$ cat src/rtl/udp_word_unpack_pkg.sv
// rtl/udp_word_unpack_pkg.sv - shared constants, FSM states and nibble selector for the word unpacker
// Purpose: default sizing, unpack FSM state encoding and the nibble ordering helper.
// Contents: UNPACK_DEPTH, UNPACK_PKT_WORDS, UNPACK_TIMEOUT, unpack_state_t, nibble_sel().
package udp_word_unpack_pkg;

  localparam int UNPACK_DEPTH     = 4;
  localparam int UNPACK_PKT_WORDS = 256;
  localparam int UNPACK_TIMEOUT   = 1024;

  typedef enum logic {
    ST_IDLE  = 1'b0,
    ST_SHIFT = 1'b1
  } unpack_state_t;

  // Mirror of the receive-side packer: high byte goes first, low nibble of
  // each byte first, so a packed-then-unpacked word is bit-identical.
  function automatic logic [3:0] nibble_sel(input logic [15:0] word, input logic [1:0] idx);
    case (idx)
      2'd0:    nibble_sel = word[11:8];
      2'd1:    nibble_sel = word[15:12];
      2'd2:    nibble_sel = word[3:0];
      default: nibble_sel = word[7:4];
    endcase
  endfunction

endpackage

$ cat src/rtl/udp_word_unpack_if.sv
// rtl/udp_word_unpack_if.sv - system word input and FIFO nibble output bundle
// Purpose: groups the upstream word handshake and the FIFO write side.
// Signals: sys_data/sys_en/sys_ready (word in), fifo_data/fifo_wr/fifo_full (nibble out).
// Modports: master drives words and the full flag; slave is the unpacker.
interface udp_word_unpack_if;
  logic [15:0] sys_data;
  logic        sys_en;
  logic        sys_ready;
  logic [3:0]  fifo_data;
  logic        fifo_wr;
  logic        fifo_full;

  modport master (
    output sys_data, sys_en, fifo_full,
    input  sys_ready, fifo_data, fifo_wr
  );

  modport slave (
    input  sys_data, sys_en, fifo_full,
    output sys_ready, fifo_data, fifo_wr
  );
endinterface

$ cat src/rtl/udp_word_unpack_buf.sv
// rtl/udp_word_unpack_buf.sv - DEPTH x 16 circular word buffer with drop counter
// Purpose: absorbs upstream words while the unpacker shifts nibbles out.
// Ports: phy_clk_rx/rst_n; i_data/i_en word offer; i_pop head consume;
//        o_head head word; o_count occupancy; o_ready accept flag; o_drop_cnt saturating drops.
module unpack_word_buf
  import udp_word_unpack_pkg::*;
#(
  parameter int DEPTH = UNPACK_DEPTH
) (
  input  logic                     phy_clk_rx,
  input  logic                     rst_n,
  input  logic [15:0]              i_data,
  input  logic                     i_en,
  input  logic                     i_pop,
  output logic [15:0]              o_head,
  output logic [$clog2(DEPTH):0]   o_count,
  output logic                     o_ready,
  output logic [7:0]               o_drop_cnt
);
  localparam int AW = $clog2(DEPTH);
  localparam logic [AW:0] L_FULL = (AW+1)'(DEPTH);

  logic [15:0]   r_mem [DEPTH];
  logic [AW-1:0] r_wr_ptr;
  logic [AW-1:0] r_rd_ptr;
  logic [AW:0]   r_count;
  logic [7:0]    r_drop_cnt;
  logic          w_push;
  logic          w_pop;

  // Ready looks only at the registered count, so a pop in the same cycle
  // never frees a slot for a word offered while full; held low in reset.
  assign o_ready    = rst_n && (r_count < L_FULL);
  assign w_push     = i_en && o_ready;
  assign w_pop      = i_pop && (r_count != '0);
  assign o_head     = r_mem[r_rd_ptr];
  assign o_count    = r_count;
  assign o_drop_cnt = r_drop_cnt;

  always_ff @(posedge phy_clk_rx or negedge rst_n) begin
    if (!rst_n) begin
      for (int i = 0; i < DEPTH; i++) r_mem[i] <= '0;
      r_wr_ptr   <= '0;
      r_rd_ptr   <= '0;
      r_count    <= '0;
      r_drop_cnt <= '0;
    end else begin
      if (w_push) begin
        r_mem[r_wr_ptr] <= i_data;
        r_wr_ptr        <= r_wr_ptr + 1'b1;
      end
      if (w_pop) r_rd_ptr <= r_rd_ptr + 1'b1;
      case ({w_push, w_pop})
        2'b10:   r_count <= r_count + 1'b1;
        2'b01:   r_count <= r_count - 1'b1;
        default: r_count <= r_count;
      endcase
      if (i_en && !o_ready && (r_drop_cnt != 8'hFF)) r_drop_cnt <= r_drop_cnt + 1'b1;
    end
  end
endmodule

$ cat src/rtl/udp_word_unpack.sv
// rtl/udp_word_unpack.sv - 16-bit word to 4-bit nibble unpacker feeding the UDP transmit FIFO
// Purpose: buffers words, emits one nibble per cycle to the FIFO, and requests a
//          UDP send after PKT_WORDS words or after TIMEOUT idle cycles.
// Ports: phy_clk_rx/rst_n; bus (slave: word in, nibble out, fifo_full);
//        frame_go single-cycle send request; drop_cnt saturating dropped-word count.
module udp_word_unpack
  import udp_word_unpack_pkg::*;
#(
  parameter int DEPTH     = UNPACK_DEPTH,
  parameter int PKT_WORDS = UNPACK_PKT_WORDS,
  parameter int TIMEOUT   = UNPACK_TIMEOUT
) (
  input  logic              phy_clk_rx,
  input  logic              rst_n,
  udp_word_unpack_if.slave  bus,
  output logic              frame_go,
  output logic [7:0]        drop_cnt
);
  localparam int CW = $clog2(DEPTH) + 1;
  localparam int TW = $clog2(TIMEOUT);

  unpack_state_t r_state, w_state_nxt;
  logic [15:0]   r_shift, w_shift_nxt, w_head;
  logic [1:0]    r_idx, w_idx_nxt;
  logic [3:0]    r_fifo_data, w_fifo_data_nxt;
  logic          r_fifo_wr, w_fifo_wr_nxt;
  logic          w_pop, w_last_wr;
  logic [CW-1:0] w_count;
  logic          w_sys_ready, w_push, w_idle;
  logic [7:0]    w_drop_cnt;
  logic [15:0]   r_frame_cnt, w_frame_inc;
  logic          r_pkt_hit, r_frame_go;
  logic [TW-1:0] r_timer;

  unpack_word_buf #(.DEPTH(DEPTH)) u_buf (
    .phy_clk_rx (phy_clk_rx),
    .rst_n      (rst_n),
    .i_data     (bus.sys_data),
    .i_en       (bus.sys_en),
    .i_pop      (w_pop),
    .o_head     (w_head),
    .o_count    (w_count),
    .o_ready    (w_sys_ready),
    .o_drop_cnt (w_drop_cnt)
  );

  assign bus.sys_ready = w_sys_ready;
  assign bus.fifo_data = r_fifo_data;
  assign bus.fifo_wr   = r_fifo_wr;
  assign frame_go      = r_frame_go;
  assign drop_cnt      = w_drop_cnt;
  assign w_push        = bus.sys_en && w_sys_ready;
  assign w_frame_inc   = r_frame_cnt + 16'd1;
  assign w_idle        = (r_state == ST_IDLE) && (w_count == '0) && (r_frame_cnt != 16'd0);

  always_comb begin
    w_state_nxt     = r_state;
    w_shift_nxt     = r_shift;
    w_idx_nxt       = r_idx;
    w_fifo_data_nxt = r_fifo_data;
    w_fifo_wr_nxt   = 1'b0;
    w_pop           = 1'b0;
    w_last_wr       = 1'b0;
    case (r_state)
      ST_IDLE: begin
        if (w_count != '0) begin
          w_pop       = 1'b1;
          w_shift_nxt = w_head;
          w_idx_nxt   = 2'd0;
          w_state_nxt = ST_SHIFT;
        end
      end
      ST_SHIFT: begin
        // A full FIFO simply freezes idx; the nibble is retried next cycle.
        if (!bus.fifo_full) begin
          w_fifo_wr_nxt   = 1'b1;
          w_fifo_data_nxt = nibble_sel(r_shift, r_idx);
          w_idx_nxt       = r_idx + 2'd1;
          if (r_idx == 2'd3) begin
            w_last_wr = 1'b1;
            // Reload straight from the buffer so back-to-back words have no bubble.
            if (w_count != '0) begin
              w_pop       = 1'b1;
              w_shift_nxt = w_head;
              w_idx_nxt   = 2'd0;
            end else begin
              w_state_nxt = ST_IDLE;
            end
          end
        end
      end
      default: w_state_nxt = ST_IDLE;
    endcase
  end

  always_ff @(posedge phy_clk_rx or negedge rst_n) begin
    if (!rst_n) begin
      r_state     <= ST_IDLE;
      r_shift     <= '0;
      r_idx       <= '0;
      r_fifo_data <= '0;
      r_fifo_wr   <= 1'b0;
    end else begin
      r_state     <= w_state_nxt;
      r_shift     <= w_shift_nxt;
      r_idx       <= w_idx_nxt;
      r_fifo_data <= w_fifo_data_nxt;
      r_fifo_wr   <= w_fifo_wr_nxt;
    end
  end

  // Frame completion is pipelined one extra stage so frame_go lands in the
  // cycle after the last nibble's fifo_wr. The idle timer fires on the edge
  // where it would reach TIMEOUT-1; it only runs in IDLE, so the two
  // frame_go sources never overlap.
  always_ff @(posedge phy_clk_rx or negedge rst_n) begin
    if (!rst_n) begin
      r_frame_cnt <= '0;
      r_pkt_hit   <= 1'b0;
      r_frame_go  <= 1'b0;
      r_timer     <= '0;
    end else begin
      r_pkt_hit  <= 1'b0;
      r_frame_go <= r_pkt_hit;
      if (w_last_wr) begin
        if (w_frame_inc == 16'(PKT_WORDS)) begin
          r_frame_cnt <= '0;
          r_pkt_hit   <= 1'b1;
        end else begin
          r_frame_cnt <= w_frame_inc;
        end
      end
      if (w_idle && !w_push) begin
        if (r_timer == TW'(TIMEOUT - 2)) begin
          r_timer     <= '0;
          r_frame_cnt <= '0;
          r_frame_go  <= 1'b1;
        end else begin
          r_timer <= r_timer + 1'b1;
        end
      end else begin
        r_timer <= '0;
      end
    end
  end
endmodule
$ cat src/flat_wrapper.sv
// flat-port wrapper written by rule: the top's interface ports become plain ports
module udp_word_unpack_flat import udp_word_unpack_pkg::*;
#(
  parameter int DEPTH     = UNPACK_DEPTH,
  parameter int PKT_WORDS = UNPACK_PKT_WORDS,
  parameter int TIMEOUT   = UNPACK_TIMEOUT
)
  (phy_clk_rx, rst_n, frame_go, drop_cnt, bus_sys_data, bus_sys_en, bus_fifo_full, bus_sys_ready, bus_fifo_data, bus_fifo_wr);
  udp_word_unpack_if bus_i ();
  input  logic phy_clk_rx;
  input  logic rst_n;
  output logic frame_go;
  output logic [7:0] drop_cnt;
  input wire logic [$bits(bus_i.sys_data)-1:0] bus_sys_data;
  input wire logic [$bits(bus_i.sys_en)-1:0] bus_sys_en;
  input wire logic [$bits(bus_i.fifo_full)-1:0] bus_fifo_full;
  output wire logic [$bits(bus_i.sys_ready)-1:0] bus_sys_ready;
  output wire logic [$bits(bus_i.fifo_data)-1:0] bus_fifo_data;
  output wire logic [$bits(bus_i.fifo_wr)-1:0] bus_fifo_wr;
  assign bus_i.sys_data = bus_sys_data;
  assign bus_i.sys_en = bus_sys_en;
  assign bus_i.fifo_full = bus_fifo_full;
  assign bus_sys_ready = bus_i.sys_ready;
  assign bus_fifo_data = bus_i.fifo_data;
  assign bus_fifo_wr = bus_i.fifo_wr;
  udp_word_unpack #(.DEPTH(DEPTH), .PKT_WORDS(PKT_WORDS), .TIMEOUT(TIMEOUT)) u_core (.phy_clk_rx(phy_clk_rx), .rst_n(rst_n), .bus(bus_i), .frame_go(frame_go), .drop_cnt(drop_cnt));
endmodule
$ cat config.mk
export PLATFORM = sky130hd
export DESIGN_NAME = udp_word_unpack_flat
export DESIGN_NICKNAME = d
export VERILOG_FILES = /design/src/rtl/udp_word_unpack_pkg.sv /design/src/rtl/udp_word_unpack_if.sv /design/src/rtl/udp_word_unpack_buf.sv /design/src/rtl/udp_word_unpack.sv /design/src/flat_wrapper.sv
export SDC_FILE = /design/constraint.sdc
export NUM_CORES = 1
export LEC_CHECK = 0
export BUFFER_PORTS_ARGS = -buffer_cell sky130_fd_sc_hd__buf_4
export CORE_MARGIN = 5
export CORE_UTILIZATION = 65
export DETAILED_ROUTE_END_ITERATION = 8
export PLACE_DENSITY = 0.84
export SYNTH_ARGS = -nofsm -noshare
export SYNTH_HDL_FRONTEND = slang
export SYNTH_SLANG_ARGS = --single-unit
export TNS_END_PERCENT = 100
$ cat constraint.sdc
create_clock -name phy_clk_rx -period 6.8 [get_ports phy_clk_rx]
set_input_delay 0.68 -clock phy_clk_rx [delete_from_list [all_inputs] [get_ports phy_clk_rx]]
set_output_delay 0.68 -clock phy_clk_rx [all_outputs]
set_load 0.05 [all_outputs]
==> reports/qor.yml, run 1 <==
outcome: "finished clean"
numCtsBuffers: 17
ctsResizeCount: 0
finalClockSkew_ps: 10.5
cap_viol_max_count: 0
wl_met2_um: 6050
synth_top_area_cell: "dfrtp_1"
ir_drop_v: 0.000322
syn-num-nets: 512
critPathRequiredTime_ps: 7230
top_layer: "met4"
netlist_area_um2: 6110
ios: 35
vias: 3825
core_area_um2: 9200
dp.cells: 603
dp_hpwl_um: 7860
die_h_um: 107
synth-async-reset-ratio: 1.00
slew_headroom: 0.283
cp_max_fo: 19
worst_path_max_delay_cell: "a21oi_2"
finalNetCount: 547
power_density_nw_per_um2: 457
die_x_um: 107
met3WireLength_um: 498
yosysWarnings: 0
grt_max_degree: 86
synth-edff-count: 0
period_share: 0.427
critPathMaxStageDelay_ps: 750
ys_top_cells_by_count: "dfrtp_1, mux2_2, nor2_1"
port_buffers: 34
setup_tns_ps: 0
synth_top_area_share: 0.536
initial_core_util: 0.664
cts_buffer_depth: 2
cts_tree: "built"
yosys.cell_count.top_type: "dfrtp_1"
drt-total-wl_um: 11900
wl_per_cell_um: 18.7
clkTransAtPathRegs_ps: 60
drt_first_pass_iters: 7
grt_pass1_wl_um: 20600
grt_pass1_vias: 4018
hold_viol_final: 0
grt.total_usage: 0.231
drive_gt1_frac: 0.330
netlist_instances: 476
viasPerCell: 6.02
h-tree-depth: 4
synth.distinct_cells: 47
cp-start-kind: "flip-flop"
area_growth_pct: 14.6
crit_type: "reg -> reg"
drt_iter0_markers: 255
fin_crit_ps: 2910
post-cts-setup-buffers: 0
fmax_ghz: 0.344
antenna_cells: 0
dieArea_um2: 11400
tightest_slew_ps: 1080
fillCellCount: 540
final_antenna_net_count: 0
syn_avg_cell_area_um2: 12.8
crit_arrival_ps: 3340
overflow: 0
leakage_nw: 3.12
rsz0062_at_grt: "false"
drc: 0
path_cells: "ha_1 -> nand2b_1 -> a21oi_2 -> ha_1 -> inv_1 -> fa_1 -> xor2_1 -> nor2_1 -> xor2_1"
synth_seq_cells: 131
instances_no_fill: 635
root_buffer: "clkbuf_8"
ctsHoldBuffers: 0
synth_flop_cell: "dfrtp_1"
hp-class: "in -> async"
met1Wirelength_um: 5150
row_count: 35
place_congestion: 0.902
cts.sinks: 131
ys_top_cells_by_area: "dfrtp_1, mux2_2, mux4_2, ha_1, xor2_1"
grt_antenna_before_repair: 0
drv_slew: 0
ys_seq_area_frac: 0.536
setup_violations: 0
worstSkewPairLatency_ps: 520
end_kind: "flip-flop"
==> cells by family after synthesis <==
group                    share of synthesized area
flip-flops                                   0.536
adder cells (fa/ha/maj)                     0.0340
XOR/XNOR                                    0.0487
multiplexers                                 0.213
AO/OA/AOI/OAI                               0.0383
AND/OR/NAND/NOR                              0.105
buffers and inverters                       0.0242
==> stage by stage <==
step                cell area (um2)  power, mW  hold slack, ps   util  worst slack (ps)
floorplan                      6110       2.02             384      -              4250
detailed placement             6420       2.31             446  0.699              3730
finish                         7010       3.20             182  0.762              3890
global placement               6420       2.24             415  0.699              3850
global route                   7010       3.39             207  0.762              3660
CTS                            7010       3.22             188  0.762              3880
==> critical path, delay by kind of cell (launching register included) <==
family	cells	cell delay, ps
AO/OA/AOI/OAI	1	750
AND/OR/NAND/NOR	2	240
adder cells (fa/ha/maj)	3	1010
XOR/XNOR	2	320
buffers and inverters	1	70
flip-flops	1	440
==> cells in the final DEF, fill, tap and decap left out, types with 16 or more instances in the layout <==
cell / instances
xor2_1: 18
nand2_1: 30
xnor2_1: 16
dfrtp_1: 131
buf_4: 36
mux2_2: 82
clkbuf_16: 16
nor2_1: 36
mux4_2: 16
==> report_power, final <==
| group | internal (mW) | switching [mW] | leakage [nW] |
|---|---|---|---|
| Combinational | 0.532 | 0.466 | 1.20 |
| Clock | 0.537 | 0.349 | 0.276 |
| Sequential | 1.08 | 0.239 | 1.65 |
| Total | 2.15 | 1.05 | 3.12 |
==> sequential cells by signal, summed over array words and instances, names as in the netlist <==
signal / flops
u_core.bus.fifo_data: 4
u_core.bus.fifo_wr: 1
u_core.frame_go: 1
u_core.r_frame_cnt: 16
u_core.r_idx: 2
u_core.r_pkt_hit: 1
u_core.r_shift: 16
u_core.r_state: 1
u_core.r_timer: 10
u_core.u_buf.o_count: 3
u_core.u_buf.o_drop_cnt: 8
u_core.u_buf.r_mem: 64
u_core.u_buf.r_rd_ptr: 2
u_core.u_buf.r_wr_ptr: 2
==> layer usage <==
layer / GRT usage / vias up
met4: 0.0566 / 0
met1: 0.315 / 1925
met2: 0.375 / 106
met5: 0 / -
li1: - / 1777
met3: 0.0620 / 17
==> layout make-up <==
| type | instances | area (um2) | area share |
|---|---|---|---|
| tap | 111 | 139 | 0.0198 |
| clock inverter | 13 | 149 | 0.0213 |
| inverter | 14 | 52.6 | 0.00750 |
| sequential | 131 | 3280 | 0.468 |
| multi-input combinational | 311 | 2690 | 0.383 |
| clock buffer | 19 | 432 | 0.0616 |
| timing repair buffer | 36 | 270 | 0.0386 |
==> worst paths after layout <==
check | depth (start not counted) | to | slack (ps) | startpoint
max | 9 | u_core.u_buf.o_count[2] | 3890 | u_core.r_idx[0]
min | 1 | u_core.u_buf.r_rd_ptr[1] | 180 | rst_n
max reg2reg | 9 | u_core.u_buf.o_count[2] | 3890 | u_core.r_idx[0]
min reg2reg | 1 | u_core.frame_go | 460 | u_core.r_pkt_hit
max in group asynchronous | 2 | u_core.u_buf.r_mem[60] | 5180 | rst_n
min in group phy_clk_rx | 2 | u_core.u_buf.r_mem[53] | 420 | bus_sys_data[5]
Note: power is estimated with default switching activity, not from simulation.
==> run 2, diff against run 1 <==
Settings changed: ABC_AREA from default to 1, CORE_UTILIZATION 65 to 55, PLACE_DENSITY 0.84 to 0.76.
Clock period 6.8 ns to 2.4 ns, I/O delays scaled along.
==> run 2 against run 1 <==
Against the previous run: design area increased by 5.1%; flip-flop and latch count unchanged; sequential power rose to 2.9 times the previous value; register-to-register slack got worse by 3600 ps; non-clock buffer count increased by 10; area after synthesis grew 3.0%; cell count is 50% higher; routed wire length is 18% higher; sequential share of layout area fell by 2.3 points; fmax grew 35%; clock power rose to 3.2 times the previous value; highest routed layer unchanged.
==> reports/qor.yml, run 2 <==
ff2ff_setup_slack_ps: 250
grt_antenna_before_repair: 0
dp_hpwl_um: 9070
grt_max_degree: 85
top_regs: "u_core.u_buf.r_mem x64, u_core.r_frame_cnt x16, u_core.r_shift x16"
max_flop_register: "u_core.u_buf.r_mem"
drc: 0
setup_violations: 0
holdPathStages: 2
cap_viol_max_count: 0
synth_top_area_share: 0.521
place_congestion: 0.892
numCtsBuffers: 17
cp_max_fo: 4
hold_viol_final: 0
setup_tns_ps: 0
place_area_um2: 6700
cts.sinks: 131
end_kind: "flip-flop"
netlist_area_um2: 6290
hold_end: "u_core.bus.fifo_wr"
drt-total-wl_um: 14000
row_count: 39
hp-start: "bus_fifo_full"
die_h_um: 117
synth_top_area_cell: "dfrtp_1"
dieArea_um2: 13700
outcome: "finished clean"
port_buffers: 34
dp.cells: 922
critPathRequiredTime_ps: 2710
synth_flop_cell: "dfrtp_1"
ctsResizeCount: 0
overflow: 0
grt.total_usage: 0.228
netlist_instances: 761
fin_crit_ps: 2150
grt_pass1_vias: 5263
tightest_slew_ps: 1040
grt_util_met3: 0.0458
timing.rr.end: "u_core.u_buf.o_count[2]"
rsz0062_at_grt: "false"
ys_seq_area_frac: 0.521
die_x_um: 117
post-cts-setup-buffers: 0
viasPerCell: 5.43
synth-async-reset-ratio: 1.00
final_common_cell: "nand2_1"
final_cell_mix: "nand2_1, dfrtp_1, nor2_1, o21ai_0, inv_1"
worstSkewPairLatency_ps: 420
reg2reg_depth: 11
synth_seq_cells: 131
finalClockSkew_ps: 9.24
cp-start-kind: "flip-flop"
worst_slack_ps: 249
largest_reg_flops: 64
antenna_cells: 0
drt_first_pass_iters: 5
period_share: 0.896
fmax_ghz: 0.465
synth-edff-count: 0
wl_per_cell_um: 14.7
area_growth_pct: 17.0
ios: 35
instances_no_fill: 955
crit_type: "reg -> reg"
cts_buffer_depth: 2
grt_use_met1: 0.275
place_ws_ps: 280
drv_slew: 0
grt_pass1_wl_um: 24500
initial_core_util: 0.556
root_buffer: "clkbuf_16"
drt_iter0_markers: 442
grt-busiest-layer: "met2"
power_density_nw_per_um2: 1360
crit_arrival_ps: 2460
core_area_um2: 11300
r2r-start: "u_core.r_idx[1]"
yosysWarnings: 0
finalNetCount: 835
yosys.cell_count.top_type: "nand2_1"
synth.distinct_cells: 35
ys_top_cells_by_area: "dfrtp_1, nand2_1, o21ai_0, nor2_1, inv_1"
fin_area_um2: 7360
final_antenna_net_count: 0
grt_use_met2: 0.394
h-tree-depth: 4
syn_avg_cell_area_um2: 8.27
clkTransAtPathRegs_ps: 60
vias: 5184
cts_tree: "built"
leakage_nw: 3.58
drive_gt1_frac: 0.123
hp-class: "in -> reg"
slew_headroom: 0.304
syn-num-nets: 797
ys_top_cells_by_count: "nand2_1, dfrtp_1, nor2_1"
ir_drop_v: 0.000839
## run 2: cell count changes after synthesis, sizes merged, moves of 9 or more
cell / delta
inv: +59
clkbuf: +13
nor2: +90
xnor2: -9
nand2: +139
a31oi: +19
o21ai: +106
mux2: -81
mux4: -16
## run 2: final cells by class
class                      instances  area (um2)
timing repair buffer              46         348
inverter                          75         282
multi-input combinational        528        2630
clock inverter                    13         208
sequential                       131        3280
clock buffer                      19         443
fill                             927        3960
tap                              143         179
## run 2: power breakdown
part | internal (mW) | total (mW) | switching (mW)
Sequential | 3.14 | 3.87 | 0.726
Combinational | 1.18 | 3.29 | 2.11
Clock | 1.87 | 2.84 | 0.974
## run 2: logic make-up (layout without fill, tap and decap cells)
logic type	after synthesis	after routing	synth area share
AO/OA/AOI/OAI	156	156	0.130
XOR/XNOR	19	19	0.0264
adder cells (fa/ha/maj)	16	16	0.0330
buffers and inverters	102	153	0.0618
flip-flops	131	131	0.521
multiplexers	1	1	0.00179
AND/OR/NAND/NOR	336	336	0.226
## run 2: worst max-delay path, stage by stage, from the launching register on
cell	delay (ps)
dfrtp_1	400
ha_1	160
inv_1	100
o21ai_0	220
nand2_1	120
clkinv_1	70
ha_1	130
inv_1	70
fa_1	370
a21oi_1	140
o21ai_0	110
xnor2_1	130
## run 2: repair_timing
item | in CTS | in global routing
endpoints found under the hold margin | 47 | 0
setup endpoints to repair | 0 | 0
hold buffers | 1 | 0
## run 2: per-stage QoR
step / util / total power, mW / hold slack (ps)
2_1_floorplan: - / 6.14 / -55.6
3_3_place_gp: 0.592 / 6.94 / 380
3_5_place_dp: 0.592 / 7.11 / 389
4_1_cts: 0.650 / 10.0 / 6.14
5_1_grt: 0.650 / 10.7 / 4.52
6_report: 0.650 / 10.0 / 17.0
## run 2: worst max-delay path by stage
stage	startpoint	to	slack, ps	cells after the start
5_1_grt	u_core.r_idx[1]	u_core.u_buf.o_count[2]	110	11
4_1_cts	u_core.r_idx[1]	u_core.u_buf.o_count[2]	280	11
6_report	u_core.r_idx[1]	u_core.u_buf.o_count[2]	250	11
3_5_place_dp	u_core.r_idx[1]	u_core.u_buf.o_count[2]	280	11
2_1_floorplan	u_core.r_idx[0]	u_core.u_buf.o_count[2]	40	12
3_3_place_gp	u_core.r_idx[0]	u_core.u_buf.o_count[2]	320	11
## run 2: routing by layer
layer,vias up,part of all wire
li1,2525,-
met1,2502,0.41
met2,127,0.52
met3,30,0.046
met4,0,0.021
met5,-,0
==> run 3, diff against run 2 <==
Settings changed: CELL_PAD_IN_SITES_DETAIL_PLACEMENT from default to 1, CELL_PAD_IN_SITES_GLOBAL_PLACEMENT from default to 2, CORE_UTILIZATION 55 to 34, PLACE_DENSITY 0.76 to default, PLACE_DENSITY_LB_ADDON from default to 0.1.
==> run 3 against run 2 <==
Against the previous run: clock-buffer cell count decreased by 1; register-to-register slack got worse by 50 ps; critical path depth did not move; non-clock buffer count increased by 4; sequential share of layout area fell by 0.50 points; power decreased by 1.3%; clock skew fell by 2.4 ps; sequential power fell by 1%; first-iteration DRC count fell by 48%; largest power group unchanged.
==> reports/qor.yml, run 3 (synthesis results as in run 2) <==
critPathMaxStageDelay_ps: 400
grt_max_degree: 81
row_count: 49
die_x_um: 146
top_regs: "u_core.u_buf.r_mem x64, u_core.r_frame_cnt x16, u_core.r_shift x16"
hold_viol_final: 0
final_cell_mix: "nand2_1, dfrtp_1, nor2_1, o21ai_0, inv_1"
core_area_um2: 18100
leakage_nw: 3.57
drt_first_pass_iters: 4
crit_family: "adder cells"
drt_iter0_markers: 229
root_buffer: "clkbuf_16"
grt.total_usage: 0.166
dp.cells: 1011
grt_util_met3: 0.0366
area_growth_pct: 18.3
cts_buffer_depth: 2
cp.buffers_inverters: 3
ctsResizeCount: 0
cts_tree: "built"
slew_headroom: 0.307
die_h_um: 146
setup_violations: 0
crit_cells: 11
ctsHoldBuffers: 2
period_share: 0.915
crit_type: "reg -> reg"
holdPathStages: 3
finalPower_mw: 9.87
final_common_cell: "nand2_1"
hp-class: "in -> reg"
max_flop_register: "u_core.u_buf.r_mem"
cp-start-kind: "flip-flop"
end_kind: "flip-flop"
endpoint: "u_core.u_buf.o_count[2]"
port_buffers: 34
finalNetCount: 839
fmax_ghz: 0.455
initial_core_util: 0.348
wl_per_cell_um: 16.2
overflow: 0
viasPerCell: 4.86
ff2ff_setup_slack_ps: 200
vias: 5079
numCtsBuffers: 17
place_area_um2: 6840
cap_viol_max_count: 0
fin_area_um2: 7450
r2r-start: "u_core.r_idx[1]"
drc: 0
grt_pass1_wl_um: 28400
h-tree-depth: 4
holdWs_ps: 125
power_density_nw_per_um2: 1330
ios: 35
path_cells: "ha_1 -> inv_1 -> o21ai_0 -> nand2_1 -> clkinv_1 -> ha_1 -> inv_1 -> fa_1 -> a21oi_1 -> o21ai_0 -> xnor2_1"
grt_use_met2: 0.272
cts.sinks: 131
instances_no_fill: 1044
worst_slack_ps: 203
drive_gt1_frac: 0.125
grt_pass1_vias: 5415
grt-busiest-layer: "met2"
largest_reg_flops: 64
final_antenna_net_count: 0
grt_use_met1: 0.227
reg2reg_depth: 11
crit_arrival_ps: 2490
ir_drop_v: 0.000501
tightest_slew_ps: 1040
place_ws_ps: 180
finalClockSkew_ps: 6.87
drt-total-wl_um: 16900
place_congestion: 0.747
outcome: "finished clean"
post-cts-setup-buffers: 0
grt_antenna_before_repair: 0
rsz0062_at_grt: "false"
fin_crit_ps: 2200
worst_path_max_delay_cell: "dfrtp_1"
cp-startpoint: "u_core.r_idx[1]"
final_core_util: 0.412
timing.rr.end: "u_core.u_buf.o_count[2]"
dp_hpwl_um: 11500
antenna_cells: 0
critPathRequiredTime_ps: 2700
clkTransAtPathRegs_ps: 60
cp_max_fo: 4
drv_slew: 0
setup_tns_ps: 0
worstSkewPairLatency_ps: 420
dieArea_um2: 21300
-- run 3: report_power, final --
part | switching [mW] | internal, mW | total [mW]
registers | 0.687 | 3.14 | 3.83
clock network | 1.01 | 1.63 | 2.63
logic | 2.21 | 1.20 | 3.41
-- run 3: how the worst min path moves through the flow --
stage / from / endpoint
floorplan: rst_n / u_core.bus.fifo_data[0]
global placement: u_core.r_pkt_hit / u_core.frame_go
detailed placement: rst_n / u_core.u_buf.o_count[2]
CTS: bus_sys_data[8] / u_core.u_buf.r_mem[56]
global route: bus_sys_data[10] / u_core.u_buf.r_mem[26]
finish: bus_sys_data[8] / u_core.u_buf.r_mem[56]
-- run 3: final cells by class --
cell class	count	area (um2)
Clock buffer	18	429
Clock inverter	13	161
Fill cell	2186	10600
Inverter	75	282
Multi-Input combinational cell	528	2630
Sequential cell	131	3280
Tap cell	229	287
Timing Repair Buffer	50	384
-- run 3: worst register-to-register path, delay by kind of cell (launching register included) --
| family | cells | cell delay [ps] |
|---|---|---|
| buffers and inverters | 3 | 240 |
| AOI/OAI and AO/OA | 3 | 480 |
| xor gates and xnor gates | 1 | 140 |
| DFF | 1 | 400 |
| and+or+nand+nor | 1 | 120 |
| adders and majority gates | 3 | 690 |
-- run 3: per-layer routing --
metal | part of all wire | up-vias
li1 | - | 2525
met1 | 0.48 | 2495
met2 | 0.48 | 48
met3 | 0.031 | 11
met4 | 0.0070 | 0
met5 | 0 | -
